### src/rtl/pixel_write_ctrl.sv
// Ping-pong pixel frame writer: streams one frame of pixels into the write bank,
// then swaps banks once the downstream reader has released the other one.
module pixel_write_ctrl #(
    parameter int FRAME_PIXELS = 1024,
    parameter int ADDR_W       = 10
) (
    input  logic              clk,
    input  logic              n_rst,
    input  logic              frame_start,
    input  logic [7:0]        pixel_in,
    input  logic              pixel_valid,
    output logic              pixel_ready,
    input  logic              consumer_done,
    output logic [ADDR_W-1:0] address_a,
    output logic [7:0]        data_a,
    output logic              wren_a,
    output logic              select,
    output logic              frame_done,
    output logic              overrun_err
);

    typedef enum logic [1:0] {
        IDLE      = 2'd0,
        WRITE     = 2'd1,
        WAIT_BANK = 2'd2
    } state_t;

    localparam logic [ADDR_W-1:0] LAST_PIX = ADDR_W'(FRAME_PIXELS - 1);

    state_t            state_q, state_d;
    logic [ADDR_W-1:0] cnt_q, cnt_d;
    logic [ADDR_W-1:0] addr_q, addr_d;
    logic [7:0]        data_q, data_d;
    logic              wren_q, wren_d;
    logic              sel_q, sel_d;
    logic              done_q, done_d;
    logic              ovr_q, ovr_d;
    logic              free_q, free_d;

    always_comb begin
        state_d = state_q;
        cnt_d   = cnt_q;
        addr_d  = addr_q;
        data_d  = data_q;
        wren_d  = 1'b0;
        done_d  = 1'b0;
        sel_d   = sel_q;
        ovr_d   = ovr_q;
        free_d  = free_q | consumer_done;

        case (state_q)
            IDLE: begin
                if (frame_start) begin
                    cnt_d   = '0;
                    state_d = WRITE;
                end
            end
            WRITE: begin
                if (frame_start) ovr_d = 1'b1;
                // pixel_ready is high throughout WRITE, so valid alone means accept
                if (pixel_valid) begin
                    wren_d = 1'b1;
                    addr_d = cnt_q;
                    data_d = pixel_in;
                    if (cnt_q == LAST_PIX) begin
                        done_d = 1'b1;
                        if (free_q || consumer_done) begin
                            sel_d   = ~sel_q;
                            free_d  = 1'b0;
                            state_d = IDLE;
                        end else begin
                            state_d = WAIT_BANK;
                        end
                    end else begin
                        cnt_d = cnt_q + 1'b1;
                    end
                end
            end
            WAIT_BANK: begin
                if (frame_start) ovr_d = 1'b1;
                if (consumer_done) begin
                    sel_d   = ~sel_q;
                    free_d  = 1'b0;
                    state_d = IDLE;
                end
            end
            default: state_d = IDLE;
        endcase
    end

    always_ff @(posedge clk or negedge n_rst) begin
        if (!n_rst) begin
            state_q <= IDLE;
            cnt_q   <= '0;
            addr_q  <= '0;
            data_q  <= '0;
            wren_q  <= 1'b0;
            sel_q   <= 1'b0;
            done_q  <= 1'b0;
            ovr_q   <= 1'b0;
            free_q  <= 1'b1;
        end else begin
            state_q <= state_d;
            cnt_q   <= cnt_d;
            addr_q  <= addr_d;
            data_q  <= data_d;
            wren_q  <= wren_d;
            sel_q   <= sel_d;
            done_q  <= done_d;
            ovr_q   <= ovr_d;
            free_q  <= free_d;
        end
    end

    assign pixel_ready = (state_q == WRITE);
    assign address_a   = addr_q;
    assign data_a      = data_q;
    assign wren_a      = wren_q;
    assign select      = sel_q;
    assign frame_done  = done_q;
    assign overrun_err = ovr_q;

endmodule

### config.mk
export PLATFORM = sky130hd
export DESIGN_NAME = pixel_write_ctrl
export DESIGN_NICKNAME = d
export VERILOG_FILES = /design/src/rtl/pixel_write_ctrl.sv
export SDC_FILE = /design/constraint.sdc
export NUM_CORES = 1
export LEC_CHECK = 0
export ABC_CLOCK_PERIOD_IN_PS = 4000
export CAP_MARGIN = 10
export CORE_ASPECT_RATIO = 0.9
export CORE_UTILIZATION = 45
export CTS_CLUSTER_DIAMETER = 40
export DETAILED_ROUTE_END_ITERATION = 10
export PLACE_DENSITY = 0.73
export SYNTH_ARGS = -nofsm -noshare
export SYNTH_HDL_FRONTEND = slang
export SYNTH_SLANG_ARGS = --single-unit
### constraint.sdc
create_clock -name clk -period 4 [get_ports clk]
set_clock_uncertainty 0.05 [all_clocks]
set_input_delay 0.4 -clock clk [delete_from_list [all_inputs] [get_ports clk]]
set_output_delay 0.4 -clock clk [all_outputs]
set_load 0.005 [all_outputs]
==> metrics.md <==
| Metric | Value |
|---|---|
| Outcome | finished, final reports clean |
| Layout cells sized above 1 | 19.2% |
| Post-Route Setup TNS | 0 ps |
| Synth Flop Type | dfrtp_1 |
| Critical Path Sink Type | flop |
| Post-layout nets | 188 |
| Top-area cell type share of the netlist area | 54.2% |
| CP delay by family, top | simple AND/OR/NAND/NOR gates |
| Crit path DAT | 2510 ps |
| Critical Path Most Common Cell | inv_1 |
| Via-per-instance ratio | 5.21 |
| Worst endpoint required time | 4130 ps |
| Clk_lat worst skew | 290 ps |
| Largest net degree at the start of global routing | 36 |
| Post-synth EDFFs | 0 |
| CP max stage delay | 430 ps |
| DP Area | 1970 um^2 |
| CP startpoint | state_q[1] |
| PostCTS Resize Cnt | 0 |
| Post-Syn Area | 1570 um^2 |
| Num CTS Buffers | 5 |
| Most common cell in the netlist | dfrtp_1 |
| Cell chain of the critical path | inv_1 > ha_1 > nand2_2 > inv_1 > nand4_1 > nor3b_1 > xnor2_1 > nor2_1 |
| Synth Net Count | 148 |
| Critical path buffers and inverters | 2 |
| Maximum buffer depth of the clock tree | 2 |
| Wire length on met1 | 1.29 mm |
| Max VDD drop | 0.000421 V |
| First DRT Iteration DRCs | 45 |
| Critical path class | flop to flop |
| # hold bufs at CTS | 0 |
| I/O Buffers | 35 |
| Slew headroom | 70.1% |
| Die X | 64.2 um |
| Layout area overhead | 31.7% |
| Total GRT Usage | 18.1% |
| Wire length per cell | 13.9 um |
| Hold slack | 417 ps |
| RSZ-0062 raised after global routing | false |
| Vias | 1116 |
| Gate Count Post-Synth | 131 |
| Synth area leaders | dfrtp_1 (54%), mux2_2 (13%), ha_1 (3.2%) |
| Slew @ Worst Pin | 448 ps |
| CP max-delay cell | inv_1 |
| Initial core utilization | 49.3% |
| Global-route wire length before repair | 4.95 mm |
| Fin. Hold Viols | 0 |
| Fin crit share | 59.4% |
| Pwr/cell area | 556 nW/um^2 |
| R2R setup slack | 1620 ps |
| Sequential fraction of the synthesis area | 55.9% |
| Vias in the first global route | 1110 |
| DIE HEIGHT | 58.0 um |
| Met2 routed WL | 1.39 mm |
| Synthesized flop and latch total | 35 |
| FF-to-FF path depth | 8 |
| R2R Path Start | state_q[1] |
| Final WS setup | 1620 ps |
| Core region area | 3190 um^2 |
| Fin crit period | 2380 ps |
| Worst-path maximum fanout | 15 |
| Hold Crit Start | overrun_err |
| Max-slew violation count | 0 |
| Die ar. | 3730 um^2 |
| Drt pass-1 iters | 4 |
| Power Total | 1.15 mW |
| Reg2reg end | cnt_q[5] |
| Synth area leader | dfrtp_1 |
| Initial antenna violation count | 0 |
| Worst min-delay path class | flop to flop |
| CTS tree | yes |
| Max Freq | 0.421 GHz |
| Residual DRC count | 0 |
| Setup Viol. Count Final | 0 |
| FFs w/ async S/R, synth | 100% |
| Min-Delay Path Depth | 1 |
| Post CTS Setup Buffer Count | 0 |
| Clock slew at reported path FFs | 70 ps |
| Routed WL | 2.98 mm |
| Hold Crit Endpoint | overrun_err |
| Max Cap Viol | 0 |
| I/O Pins | 36 |
| Num rows | 19 |
| Total grt overflow | 0 |
| Synth cell types | 39 |
| WL met3 | 239 um |
| Max Used Layer | met4 |
| DP HPWL | 2.15 mm |
| Syn Area/Cell | 12.0 um^2 |
| Antenna cells | 0 |
| P_leak | 0.905 nW |
| CP Launch Type | flop |
| H-tree depth | 2 |
| Post-route cell area | 2070 um^2 |
| Most frequent cells after synthesis | dfrtp_1 (34), mux2_2 (18), nand2_1 (8), nor2_1 (8) |
| Yosys warnings | 0 |
| Clock Tree Root | clkbuf_8 |
| Antenna Nets Post-Route | 0 |
| CTS sink cnt | 35 |
| GPL Wtd Cong | 0.830 |
| Setup Slack @ Placement | 1520 ps |
[final cells by class]
cell class,count,area (um^2)
fillers,269,1120
flip-flops and latches,35,877
multi-input cells,86,653
repair buffers,36,358
clock buffers,8,100
well taps,42,52.6
inverters,7,26.3
[flip-flops by register name, summed over array words and instances (netlist names)]
register,count
data_a,8
select,1
free_q,1
overrun_err,1
frame_done,1
state_q,2
cnt_q,10
address_a,10
wren_a,1
[worst max-delay path by stage]
stage / to / slack (ps) / cells past startpoint
2_1_floorplan: cnt_q[6] / 2220 / 7
3_3_place_gp: cnt_q[7] / 1630 / 7
3_5_place_dp: cnt_q[5] / 1520 / 7
4_1_cts: cnt_q[5] / 1610 / 8
5_1_grt: cnt_q[5] / 1400 / 8
6_report: cnt_q[5] / 1620 / 8
[report_power, final]
group	total (mW)	switching [mW]	internal (mW)
Combinational	0.378	0.159	0.219
Sequential	0.491	0.0522	0.439
Clock	0.280	0.123	0.157
Total	1.15	0.334	0.814
[stage by stage]
stage | std cells | util, %
floorplan | 131 | -
global placement | 206 | 61.7
detailed placement | 206 | 61.7
CTS | 214 | 64.9
global route | 214 | 64.9
finish | 214 | 64.9
[worst register-to-register path, delay by kind of cell (launching register included)]
family,cells,cell delay (ps)
XOR/XNOR,1,150
AND/OR/NAND/NOR,4,830
adder cells (fa/ha/maj),1,300
buffers and inverters,2,520
flip-flops,1,410
[layout by cell type, fill, tap and decap left out, drive strengths merged, types with 2 or more instances in the layout]
master,count
ha,4
clkbuf,8
nor3b,2
nand2b,3
xnor2,3
inv,7
nand2,9
nand4,4
clkdlybuf4s50,35
nand3,5
and3,2
dfrtp,34
o21ai,8
mux2,18
nor2,8
a21oi,3
[routing by layer]
layer,vias to the layer above,track usage (%)
li1,546,-
met1,525,21.4
met2,37,28.1
met3,8,9.06
met4,0,7.94
met5,-,0
[kinds of logic (layout without fill, tap and decap cells)]
logic type | Yosys count | count (layout) | synth area share, %
XOR/XNOR | 4 | 4 | 2.23
buffers and inverters | 10 | 51 | 2.47
multiplexers | 18 | 18 | 12.9
adder cells (fa/ha/maj) | 4 | 4 | 3.19
AND/OR/NAND/NOR | 39 | 39 | 14.0
flip-flops | 35 | 35 | 55.9
AO/OA/AOI/OAI | 21 | 21 | 9.33
(Power assumes the default switching activity.)
